==> config.mk <==
export PLATFORM = sky130hd
export DESIGN_NAME = acc_sequencer
export DESIGN_NICKNAME = d
export VERILOG_FILES = /design/src/rtl/acc_seq_pkg.sv /design/src/rtl/acc_seq_decode.sv /design/src/rtl/acc_sequencer.sv
export SDC_FILE = /design/constraint.sdc
export NUM_CORES = 1
export LEC_CHECK = 0
export ABC_AREA = 1
export ABC_CLOCK_PERIOD_IN_PS = 1930
export CAP_MARGIN = 20
export CORE_MARGIN = 3
export CORE_UTILIZATION = 48
export CTS_BUF_LIST = sky130_fd_sc_hd__clkbuf_4
export DETAILED_ROUTE_END_ITERATION = 10
export GPL_TIMING_DRIVEN = 0
export PLACE_DENSITY = 0.82
export SLEW_MARGIN = 20
export SYNTH_ARGS = -nofsm -noshare
export SYNTH_HDL_FRONTEND = slang
export SYNTH_HIERARCHICAL = 1
export SYNTH_SLANG_ARGS = --single-unit
export TNS_END_PERCENT = 1
==> constraint.sdc <==
create_clock -name clk -period 1.93 [get_ports clk]
set_input_delay 0.386 -clock clk [delete_from_list [all_inputs] [get_ports clk]]
set_output_delay 0.386 -clock clk [all_outputs]
set_load 0.005 [all_outputs]
==> src/rtl/acc_seq_pkg.sv <==
// Shared opcode, state and decode-class definitions for the
// accumulator sequencer.
package acc_seq_pkg;

    localparam int OPC_HI = 15;
    localparam int OPC_LO = 12;
    localparam int OPD_W  = 12;

    localparam logic [3:0] OP_NAD = 4'h0;
    localparam logic [3:0] OP_SHR = 4'h1;
    localparam logic [3:0] OP_SHL = 4'h2;
    localparam logic [3:0] OP_LDI = 4'h3;
    localparam logic [3:0] OP_LD  = 4'h4;
    localparam logic [3:0] OP_ST  = 4'h5;
    localparam logic [3:0] OP_JZ  = 4'h6;
    localparam logic [3:0] OP_JMP = 4'h7;
    localparam logic [3:0] OP_HLT = 4'h8;

    typedef enum logic [2:0] {
        S_IDLE,
        S_FETCH,
        S_DECODE,
        S_MREAD,
        S_MWRITE,
        S_EXEC,
        S_HALT
    } state_e;

    typedef struct packed {
        logic exec;
        logic mrd;
        logic mwr;
        logic jmp;
        logic cond;
        logic hlt;
        logic ill;
        logic imm;
    } iclass_t;

    typedef struct packed {
        logic nad;
        logic shr;
        logic shl;
        logic lda;
    } alu_ctl_t;

    function automatic logic [3:0] opc_of(input logic [15:0] ir);
        return ir[OPC_HI:OPC_LO];
    endfunction

endpackage

==> src/rtl/acc_seq_decode.sv <==
// Opcode to instruction class and ALU one-hot select.
// Purely combinational; the sequencer gates ctl with its EXEC state.
module acc_seq_decode
    import acc_seq_pkg::*;
(
    input  logic [3:0] opc,
    output iclass_t    cls,
    output alu_ctl_t   ctl
);

    always_comb begin
        cls = '0;
        ctl = '0;
        unique case (opc)
            OP_NAD: begin
                cls.mrd = 1'b1;
                ctl.nad = 1'b1;
            end
            OP_SHR: begin
                cls.exec = 1'b1;
                ctl.shr  = 1'b1;
            end
            OP_SHL: begin
                cls.exec = 1'b1;
                ctl.shl  = 1'b1;
            end
            OP_LDI: begin
                cls.exec = 1'b1;
                cls.imm  = 1'b1;
            end
            OP_LD:  cls.mrd = 1'b1;
            OP_ST:  cls.mwr = 1'b1;
            OP_JZ: begin
                cls.jmp  = 1'b1;
                cls.cond = 1'b1;
            end
            OP_JMP: cls.jmp = 1'b1;
            OP_HLT: cls.hlt = 1'b1;
            default: cls.ill = 1'b1;
        endcase
    end

endmodule

==> src/rtl/acc_sequencer.sv <==
// Fetch/decode/execute controller for the 16-bit accumulator datapath.
// Owns PC, IR, MDR and ACC; talks to single-port memory via req/ack.
module acc_sequencer
    import acc_seq_pkg::*;
#(
    parameter int          ADDR_W   = 12,
    parameter int unsigned RESET_PC = 0
) (
    input  logic              clk,
    input  logic              rst,
    input  logic              start,
    output logic              mem_req,
    output logic              mem_we,
    output logic [ADDR_W-1:0] mem_addr,
    output logic [15:0]       mem_wdata,
    input  logic [15:0]       mem_rdata,
    input  logic              mem_ack,
    output logic [15:0]       acc_q,
    output logic [15:0]       mdr_q,
    input  logic [15:0]       alu_result,
    input  logic              alu_is_zero,
    output logic              ctl_nad,
    output logic              ctl_shr,
    output logic              ctl_shl,
    output logic              ctl_lda,
    output logic [ADDR_W-1:0] pc_q,
    output logic              halted,
    output logic              illegal
);

    localparam logic [ADDR_W-1:0] RST_PC = ADDR_W'(RESET_PC);

    state_e            state_q, state_d;
    logic [ADDR_W-1:0] pc_d;
    logic [15:0]       ir_q, ir_d;
    logic [15:0]       mdr_d;
    logic [15:0]       acc_d;
    logic              ill_q, ill_d;

    logic [ADDR_W-1:0] opd;
    iclass_t           cls;
    alu_ctl_t          dctl;
    logic              in_exec;

    assign opd = ir_q[ADDR_W-1:0];

    acc_seq_decode u_decode (
        .opc (opc_of(ir_q)),
        .cls (cls),
        .ctl (dctl)
    );

    always_comb begin
        state_d = state_q;
        pc_d    = pc_q;
        ir_d    = ir_q;
        mdr_d   = mdr_q;
        acc_d   = acc_q;
        ill_d   = ill_q;
        unique case (state_q)
            S_IDLE, S_HALT: begin
                if (start) state_d = S_FETCH;
            end
            S_FETCH: begin
                if (mem_ack) begin
                    ir_d    = mem_rdata;
                    pc_d    = pc_q + ADDR_W'(1);
                    state_d = S_DECODE;
                end
            end
            S_DECODE: begin
                unique case (1'b1)
                    cls.exec: state_d = S_EXEC;
                    cls.mrd:  state_d = S_MREAD;
                    cls.mwr:  state_d = S_MWRITE;
                    cls.jmp: begin
                        if (!cls.cond || alu_is_zero) pc_d = opd;
                        state_d = S_FETCH;
                    end
                    cls.hlt:  state_d = S_HALT;
                    cls.ill: begin
                        ill_d   = 1'b1;
                        state_d = S_HALT;
                    end
                    default:  state_d = S_IDLE;
                endcase
            end
            S_MREAD: begin
                if (mem_ack) begin
                    mdr_d = mem_rdata;
                    // NAD needs the ALU; LD loads ACC directly
                    if (dctl.nad) begin
                        state_d = S_EXEC;
                    end else begin
                        acc_d   = mem_rdata;
                        state_d = S_FETCH;
                    end
                end
            end
            S_MWRITE: begin
                if (mem_ack) state_d = S_FETCH;
            end
            S_EXEC: begin
                acc_d   = cls.imm ? 16'(opd) : alu_result;
                state_d = S_FETCH;
            end
            default: state_d = S_IDLE;
        endcase
    end

    always_ff @(posedge clk) begin
        if (rst) begin
            state_q <= S_IDLE;
            pc_q    <= RST_PC;
            ir_q    <= '0;
            mdr_q   <= '0;
            acc_q   <= '0;
            ill_q   <= 1'b0;
        end else begin
            state_q <= state_d;
            pc_q    <= pc_d;
            ir_q    <= ir_d;
            mdr_q   <= mdr_d;
            acc_q   <= acc_d;
            ill_q   <= ill_d;
        end
    end

    // Request lines follow state only, so they hold steady until ack.
    assign mem_req   = (state_q == S_FETCH) || (state_q == S_MREAD)
                    || (state_q == S_MWRITE);
    assign mem_we    = (state_q == S_MWRITE);
    assign mem_addr  = (state_q == S_FETCH) ? pc_q : opd;
    assign mem_wdata = acc_q;

    assign in_exec = (state_q == S_EXEC);
    assign ctl_nad = in_exec & dctl.nad;
    assign ctl_shr = in_exec & dctl.shr;
    assign ctl_shl = in_exec & dctl.shl;
    assign ctl_lda = in_exec & dctl.lda;

    assign halted  = (state_q == S_HALT);
    assign illegal = ill_q;

endmodule
==> flow_metrics.py, run 1 <==
metrics = {
    "outcome": {
        "outcome": "complete, but fails checks",
        "violations": "negative setup slack",
    },
    "layout": {
        "syn2layout_area_growth_pct": 42.00,
        "drive_gt1_share_pct": 18.25,
        "layout.nets": 718,
        "fillCellCount": 619,
        "final_area_sq_um": 5119,
        "final_util_pct": 72.92,
        "n_antenna_cell": 0,
    },
    "power_and_ir_drop": {
        "peakVddDrop_v": 0.0006911,
        "p_sw_share_pct": 41.50,
        "p_total_mw": 6.051,
        "comb_power_share_pct": 51.6,
        "clockPowerShare_pct": 16.0,
        "p_leak_nw": 2.232,
        "seqPwrFrac_pct": 32.4,
        "p_int_mw": 3.540,
        "switchingPower_mw": 2.511,
        "power_density_nw_per_um2": 1182,
    },
    "sta": {
        "hold_viol": 0,
        "fmax_ghz": 0.4924,
        "setup_viol": 9,
        "drv_slew": 0,
        "fin_skew_ns": 0.01499,
        "finalCritPeriodShare_pct": 105.2,
        "setup_slack_ns": -0.1008,
        "fin_crit_ns": 2.031,
        "grt_setup_unrepaired": "yes",
    },
    "synthesis": {
        "synth_area_leaders": "dfxtp_1 (36%), nor2_1 (12%), o21ai_0 (12%), nand2_1 (9.2%), inv_1 (5.1%)",
        "synth_area_leader_cell": "dfxtp_1",
        "ys.flop_type": "dfxtp_1",
        "netlist-cell-type-count": 33,
        "ys.warnings.count": 6,
        "synth_area_per_cell_sq_um": 6.626,
        "syn_nets": 582,
        "postSynthCellCount": 544,
        "yosysTopAreaCellShare_pct": 35.54,
        "yosysSeqAreaShare_pct": 35.54,
        "mappedNetlistArea_sq_um": 3605,
        "ys_async_sr_fraction_pct": 0,
        "yosys_register_bits": 64,
        "synthTopCellsByCount": "nor2_1 (114), nand2_1 (88), o21ai_0 (83)",
        "synth_edf_count": 0,
        "yosysMostFrequentCell": "nor2_1",
    },
    "clock_network": {
        "cts-root-buf": "clkbuf_4",
        "insertion_delay_ns": 0.41,
        "cts_buffers": 9,
        "tritoncts": "done",
        "cts_hold_buf": 0,
        "clock_sinks": 64,
        "cts_max_level": 3,
        "clockBufferDepth": 2,
        "path_clk_slew_ns": 0.13,
    },
    "routing": {
        "wl_per_cell_microns": 14.63,
        "drc": 0,
        "drt_wl_total_microns": 11430,
        "drtIter0Drc": 238,
        "viasPerCell": 5.111,
        "drtPass1Iterations": 5,
        "vias": 3992,
        "drtAntennaViolNets": 0,
    },
    "placed_design": {
        "hpwl_microns": 8600,
        "gp_congestion": 0.8825,
        "port_buffers": 114,
        "postPlaceCellArea_sq_um": 4866,
    },
    "grt": {
        "grt_pass1_wl_microns": 18270,
        "track_usage_pct": 26.81,
        "antenna_found_initial": 0,
        "grt.overflow.total": 0,
        "grt_pass1_vias": 3811,
        "grt_max_degree": 14,
    },
    "worst_setup_path": {
        "start_kind": "register",
        "criticalPathCategory": "reg -> out",
        "critPathCaptureType": "primary output",
        "crit_required_ns": 1.54,
        "worst-path-max-fanout": 5,
        "cp.arrival_ns": 1.64,
    },
    "floorplanning": {
        "core_sq_um": 7019,
        "dieArea_sq_um": 8586,
        "die_x_microns": 92.66,
        "rows": 30,
        "dieHeight_microns": 92.66,
        "ios": 117,
        "start_util_pct": 51.35,
    },
    "run": {
        "cap_violations": 0,
    },
    "hold_path": {
        "hp-class": "in -> reg",
    },
}
==> cell families (layout without fill, tap and decap cells) <==
kind of cell,count (synthesis),in the layout,synth area share (%)
AND/OR/NAND/NOR,244,244,29.16
AO/OA/AOI/OAI,128,128,19.06
buffers and inverters,100,241,14.13
flip-flops,64,64,35.54
multiplexers,6,6,1.666
adder cells (fa/ha/maj),1,1,0.3470
other,1,1,0.1040
==> placed cells by master (no fill, tap or decap), drive strengths merged, types with 19 or more instances in the layout <==
| cell type | synthesis | final |
|---|---|---|
| a21oi | 27 | 27 |
| buf | 34 | 56 |
| clkbuf | 8 | 20 |
| clkdlybuf4s50 | 0 | 96 |
| dfxtp | 64 | 64 |
| inv | 56 | 59 |
| nand2 | 101 | 101 |
| nand3 | 19 | 19 |
| nor2 | 119 | 119 |
| o21ai | 93 | 93 |
==> final cells by class <==
class                           instances  area [sq um]  share of cell area [%]
Sequential cell                        64          1292                   25.25
Buffer                                 42         311.5                   6.087
Timing Repair Buffer                  125          1159                   22.64
Tap cell                               96         120.1                   2.347
Clock buffer                            9         67.56                   1.320
Inverter                               58         220.2                   4.302
Multi-Input combinational cell        380          1871                   36.54
Clock inverter                          7         77.57                   1.516
==> path summary, 6_finish.rpt <==
| path | to | cells after the start | slack [ns] | from |
|---|---|---|---|---|
| setup / recovery | mem_addr[5] | 7 | -0.10 | state_q[1] |
| setup reg to reg | acc_q[1] | 8 | 0.23 | ir_q[15] |
| hold / removal | pc_q[10] | 2 | 0.27 | rst |
| hold reg to reg | ir_q[5] | 2 | 0.51 | ir_q[5] |
==> sequential cells by signal, summed over array words and instances (netlist names) <==
register and flops:
ir_q 16, state_q 3, pc_q 12, illegal 1, mdr_q 16, acc_q 16
==> per-layer routing <==
metal  wire, microns  vias up  GRT usage [%]
li1                -     1999              -
met1            4886     1833          33.77
met2            5542      138          46.10
met3             793       22          4.630
met4             202        0          9.402
met5               0        -              0
==> worst max-delay path, stage by stage, from the launching register on <==
cell and delay (ns):
dfxtp_4 0.37, buf_4 0.14, nor2_4 0.09, nand2_4 0.07, buf_8 0.13, buf_4 0.15, o21ai_2 0.14, clkbuf_2 0.14
==> power by group through the flow <==
stage | sequential (mW) | clock, mW | combinational, mW
after floorplan | 1.91 | 0 | 1.66
after global placement | 1.97 | 0 | 2.79
after detailed placement | 1.98 | 0 | 2.85
after CTS | 1.95 | 0.980 | 3.03
after global routing | 2.00 | 1.05 | 3.40
final | 1.96 | 0.971 | 3.12
==> through the flow <==
stage               setup TNS [ns]  hold WS, ns  instances  worst slack (ns)
finish                     -0.5439       0.2651        781           -0.1008
global route                -1.280       0.2596        781           -0.1512
CTS                         -1.384       0.2587        779           -0.2380
detailed placement          -3.138       0.4909        754           -0.3040
global placement            -2.491       0.4697        754           -0.2650
floorplan                        0       0.4516        544            0.3817
==> what timing repair did <==
action	in CTS	in global routing
cloned	0	0
resized for setup	78	21
pin swaps	3	3
endpoints found under the setup margin	27	25
buffers inserted	9	2
Note: power is estimated with default switching activity, not from simulation.
==> run 2, diff against run 1 <==
SKIP_CTS_REPAIR_TIMING = 1   (was not set)
==> run 2 against run 1 <==
The run still ends with negative setup slack left. Die area unchanged. Clock skew about the same. Maximum frequency down 7.4%. Combinational power decreased by 4%. Sequential cell count is the same. Sequential power about the same. Critical path type unchanged. Largest power group unchanged.
==> flow_metrics.py, run 2 (synthesized netlist as in run 1, its figures left out) <==
metrics = {
    "outcome": {
        "outcome": "complete, but fails checks",
        "violations": "negative setup slack",
    },
    "clock_network": {
        "path_clk_slew_ns": 0.13,
        "cts_max_level": 3,
        "cts_buffers": 9,
        "clockBufferDepth": 2,
        "clock_sinks": 64,
        "tritoncts": "done",
        "cts-root-buf": "clkbuf_4",
        "insertion_delay_ns": 0.41,
    },
    "worst_setup_path": {
        "worst-path-max-fanout": 10,
        "critical_path.most_common_cell": "nand2_1",
        "crit_buf_inv": 3,
        "cp.arrival_ns": 1.81,
        "start_kind": "register",
        "critPathCaptureType": "primary output",
        "criticalPathCategory": "reg -> out",
        "crit_required_ns": 1.54,
        "path_cells": "inv_2 -> nor2_2 -> nand2_2 -> buf_6 -> nand2_1 -> nand2_1 -> clkdlybuf4s50_1",
        "cp_top_family": "buffers and inverters",
        "cpMaxStageDelayCell": "clkdlybuf4s50_1",
        "cpPeakStageDelay_ns": 0.49,
    },
    "placed_design": {
        "postPlaceCellArea_sq_um": 4866,
        "dp_slack_ns": -0.3040,
        "port_buffers": 114,
        "gp_congestion": 0.8825,
        "hpwl_microns": 8600,
    },
    "sta": {
        "holdWs_ns": 0.2693,
        "maxSlewHeadroom_pct": 62.08,
        "finalCritPeriodShare_pct": 113.6,
        "drv_slew": 0,
        "fmax_ghz": 0.4560,
        "fin_crit_ns": 2.193,
        "hold_viol": 0,
        "worstMarginPinSlew_ns": 0.5688,
        "setup_slack_ns": -0.2632,
        "fin_skew_ns": 0.01485,
        "setup_viol": 14,
        "setup_tns_ns": -0.8222,
        "grt_setup_unrepaired": "yes",
    },
    "layout": {
        "fillCellCount": 617,
        "seq_area_sq_um": 1292,
        "n_antenna_cell": 0,
        "syn2layout_area_growth_pct": 41.24,
        "final_area_sq_um": 5091,
        "final_common_cell": "nor2_1",
        "layout.nets": 712,
        "final_util_pct": 72.53,
        "multi_input_area_sq_um": 1834,
        "drive_gt1_share_pct": 15.32,
        "final_cell_mix": "nor2_1 (113), clkdlybuf4s50_1 (98), nand2_1 (87)",
        "reg.largest.list": "acc_q: 16 flops, ir_q: 16 flops, mdr_q: 16 flops",
    },
    "routing": {
        "viasPerCell": 5.089,
        "drc": 0,
        "wl_per_cell_microns": 14.56,
        "drtAntennaViolNets": 0,
        "drtPass1Iterations": 5,
        "vias": 3944,
        "drtIter0Drc": 175,
        "drt_wl_total_microns": 11290,
    },
    "power_and_ir_drop": {
        "p_sw_share_pct": 41.09,
        "p_int_mw": 3.492,
        "switchingPower_mw": 2.435,
        "p_leak_nw": 2.323,
        "power_density_nw_per_um2": 1164,
        "peakVddDrop_v": 0.0006853,
        "comb_power_share_pct": 50.5,
        "clockPowerShare_pct": 16.4,
        "seqPwrFrac_pct": 33.1,
    },
    "hold_path": {
        "hp-class": "in -> reg",
    },
    "grt": {
        "track_usage_pct": 26.41,
        "grt_pass1_wl_microns": 17990,
        "grt_pass1_vias": 3744,
        "grt_max_degree": 14,
        "grtUsageMet1_pct": 33.40,
        "grt.overflow.total": 0,
        "antenna_found_initial": 0,
        "gr-usage-met3_pct": 4.712,
        "top_usage_layer": "met2",
        "grt_use_met2_pct": 45.44,
    },
    "floorplanning": {
        "dieArea_sq_um": 8586,
        "core_sq_um": 7019,
        "ios": 117,
        "dieHeight_microns": 92.66,
        "start_util_pct": 51.35,
        "die_x_microns": 92.66,
        "rows": 30,
    },
    "run": {
        "cap_violations": 0,
    },
}
[run 2: path summary, 6_finish.rpt]
path / startpoint / endpoint / slack, ns / cells past startpoint
max reg2reg: ir_q[15] / acc_q[5] / -0.06 / 8
min reg2reg: ir_q[5] / ir_q[5] / 0.51 / 2
max: state_q[0] / mem_addr[6] / -0.26 / 7
min: rst / pc_q[10] / 0.27 / 2
[run 2: power groups by stage]
stage                     Sequential (mW)  Combinational (mW)  Clock (mW)
after detailed placement             1.98                2.85           0
final                                1.96                2.99       0.973
after global placement               1.97                2.79           0
after global routing                 2.01                3.29        1.05
after floorplan                      1.91                1.66           0
after CTS                            1.96                2.87       0.980
[run 2: area by class of cell]
class	count	share of cell area, %
multi-input cells	380	36.03
flip-flops and latches	64	25.39
repair buffers	119	23.05
plain buffers	42	5.997
inverters	58	4.325
well taps	96	2.359
clock inverters	7	1.524
clock buffers	9	1.327
[run 2: per-layer routing]
| layer | vias up | share of wire (%) |
|---|---|---|
| met5 | - | 0 |
| met4 | 0 | 1.4 |
| met3 | 16 | 6.5 |
| met2 | 143 | 49 |
| met1 | 1806 | 43 |
| li1 | 1979 | - |
[run 2: per-stage QoR]
stage | instances | total power [mW]
detailed placement | 754 | 4.830
global placement | 754 | 4.762
floorplan | 544 | 3.565
finish | 775 | 5.927
CTS | 770 | 5.803
global route | 775 | 6.343
==> run 3, diff against run 2 <==
ABC_CLOCK_PERIOD_IN_PS = 2550   (was 1930)
CORE_UTILIZATION = 51   (was 48)
PLACE_DENSITY = 0.88   (was 0.82)
SYNTH_HIERARCHICAL = not set   (was 1)
clock period = 2.55 ns   (was 1.93 ns; I/O delays follow)
==> run 3 against run 2 <==
The run now ends clean. Final area fell by 3.2%. Highest routed layer unchanged. Wire length rose by 0.24%. Worst hold slack improved by 0.20 ns.
==> flow_metrics.py, run 3 <==
metrics = {
    "floorplanning": {
        "start_util_pct": 53.13,
        "core_sq_um": 6422,
        "rows": 29,
        "dieArea_sq_um": 7708,
        "dieHeight_microns": 87.80,
        "ios": 117,
        "die_x_microns": 87.80,
    },
    "synthesis": {
        "yosys_register_bits": 64,
        "yosysSeqAreaShare_pct": 37.55,
        "ys.flop_type": "dfxtp_1",
        "yosysTopAreaCellShare_pct": 37.55,
        "synth_area_leader_cell": "dfxtp_1",
        "postSynthCellCount": 514,
        "syn_nets": 552,
        "yosysMostFrequentCell": "nand2_1",
        "mappedNetlistArea_sq_um": 3412,
        "synth_edf_count": 0,
        "synth_area_per_cell_sq_um": 6.638,
        "netlist-cell-type-count": 31,
        "synth_area_leaders": "dfxtp_1 (38%), nand2_1 (11%), a21oi_1 (10%), o21ai_0 (8.9%), nor2_1 (5.7%)",
        "ys.warnings.count": 0,
        "synthTopCellsByCount": "nand2_1 (101), a21oi_1 (68), dfxtp_1 (64)",
        "ys_async_sr_fraction_pct": 0,
    },
    "routing": {
        "wl_per_cell_microns": 15.69,
        "drt_wl_total_microns": 11310,
        "drtIter0Drc": 364,
        "drc": 0,
        "vias": 4047,
        "drtAntennaViolNets": 0,
        "viasPerCell": 5.613,
        "drtPass1Iterations": 7,
    },
    "clock_network": {
        "cts_max_level": 3,
        "tritoncts": "done",
        "cts-root-buf": "clkbuf_4",
        "path_clk_slew_ns": 0.11,
        "insertion_delay_ns": 0.42,
        "clockBufferDepth": 2,
        "cts_buffers": 9,
        "clock_sinks": 64,
    },
    "sta": {
        "holdWs_ns": 0.4712,
        "finalCritPeriodShare_pct": 98.89,
        "maxSlewHeadroom_pct": 55.05,
        "worstMarginPinSlew_ns": 0.6742,
        "hold_viol": 0,
        "fin_skew_ns": 0.01270,
        "setup_viol": 0,
        "fin_crit_ns": 2.522,
        "fmax_ghz": 0.3965,
        "drv_slew": 0,
        "grt_setup_unrepaired": "yes",
    },
    "grt": {
        "antenna_found_initial": 0,
        "grt.overflow.total": 0,
        "grt_pass1_wl_microns": 18370,
        "track_usage_pct": 30.21,
        "grt_max_degree": 12,
        "grt_pass1_vias": 3904,
    },
    "worst_setup_path": {
        "cpMaxStageDelayCell": "clkdlybuf4s50_1",
        "cpPeakStageDelay_ns": 0.57,
        "cp.arrival_ns": 2.01,
        "crit_buf_inv": 2,
        "crit_required_ns": 2.04,
        "worst-path-max-fanout": 19,
        "criticalPathCategory": "reg -> out",
        "cp_top_family": "buffers and inverters",
        "start_kind": "register",
        "critPathCaptureType": "primary output",
        "path_cells": "inv_2 -> nor2_4 -> nand2_4 -> nor4_2 -> clkdlybuf4s50_1",
    },
    "placed_design": {
        "port_buffers": 115,
        "dp_cells": 706,
        "gp_congestion": 0.8884,
        "hpwl_microns": 8188,
    },
    "layout": {
        "drive_gt1_share_pct": 10.87,
        "syn2layout_area_growth_pct": 44.37,
        "reg.largest.list": "acc_q: 16 flops, ir_q: 16 flops, mdr_q: 16 flops",
        "layout.nets": 677,
        "final_common_cell": "clkdlybuf4s50_1",
        "fin_cells": 721,
        "n_antenna_cell": 0,
        "final_cell_mix": "clkdlybuf4s50_1 (108), nand2_1 (100), a21oi_1 (68)",
    },
    "power_and_ir_drop": {
        "power_density_nw_per_um2": 912.4,
        "peakVddDrop_v": 0.0004493,
        "p_leak_nw": 2.080,
    },
    "hold_path": {
        "hp-class": "reg -> reg",
    },
    "outcome": {
        "outcome": "finished, final reports clean",
    },
    "run": {
        "cap_violations": 0,
    },
}
[run 3: cell types whose count changed after synthesis, sizes merged, moves of 6 or more]
cell | previous run | this run
nor2 | 119 | 56
nand2 | 101 | 107
clkbuf | 8 | 15
nand3 | 19 | 36
inv | 56 | 42
mux2i | 6 | 0
o21ai | 93 | 80
a21oi | 27 | 69
[run 3: logic make-up after synthesis]
logic type      after synthesis  synth area share, %
xor+xnor                      1               0.2567
fa+ha+maj                     1               0.3666
buf+inv                      89                13.20
compound gates              153                22.77
other cells                   1               0.1099
simple gates                205                25.74
flops                        64                37.55
[run 3: area by class of cell]
type / count / area [sq um]
multi-input combinational: 361 / 1717
tap: 77 / 96.34
clock inverter: 7 / 133.9
clock buffer: 9 / 67.56
fill: 488 / 1496
inverter: 42 / 157.7
timing repair buffer: 115 / 1169
buffer: 46 / 300.3
sequential: 64 / 1285
[run 3: final timing paths]
kind         slack [ns]   endpoint  cells after the start        from
max                0.03    ctl_shl                      5  state_q[0]
min                0.47  mdr_q[14]                      2   mdr_q[14]
max reg2reg        0.91    pc_q[9]                     12  state_q[1]
min reg2reg        0.47  mdr_q[14]                      2   mdr_q[14]
[run 3: per-stage QoR]
step | TNS [ns] | cell area (sq um) | power, mW | setup slack (ns) | util (%)
after floorplan | 0 | 3412 | 2.513 | 0.9032 | -
after detailed placement | 0 | 4659 | 3.417 | 0.07738 | 72.55
after global placement | 0 | 4659 | 3.370 | 0.1075 | 72.55
after global routing | -0.2805 | 4926 | 4.783 | -0.07948 | 76.70
final | 0 | 4926 | 4.494 | 0.02822 | 76.70
after CTS | -4.707 | 4861 | 4.395 | -0.3897 | 75.69
[run 3: power by group]
part / total (mW) / switching [mW] / leakage (nW) / internal (mW)
clock: 0.969 / 0.380 / 0.107 / 0.589
combinational: 2.08 / 1.09 / 1.45 / 0.993
sequential: 1.44 / 0.231 / 0.521 / 1.21
[run 3: worst register-to-register path, stage by stage, from the launching register on]
cell and delay (ns):
dfxtp_1 0.31, buf_4 0.16, inv_1 0.07, nand2_1 0.06
nor2_2 0.13, nand2_1 0.15, nand2_1 0.15, nand2_2 0.08
inv_2 0.10, buf_6 0.15, nand3_1 0.07, nand2_1 0.06
nor2_1 0.04
[run 3: layer usage]
| metal | share of wire [%] | wire length (microns) | track usage (%) | vias to the layer above |
|---|---|---|---|---|
| li1 | - | - | - | 1932 |
| met1 | 41 | 4687 | 38.50 | 1834 |
| met2 | 46 | 5204 | 48.77 | 247 |
| met3 | 10 | 1152 | 7.996 | 34 |
| met4 | 2.4 | 269 | 11.85 | 0 |
| met5 | 0 | 0 | 0 | - |
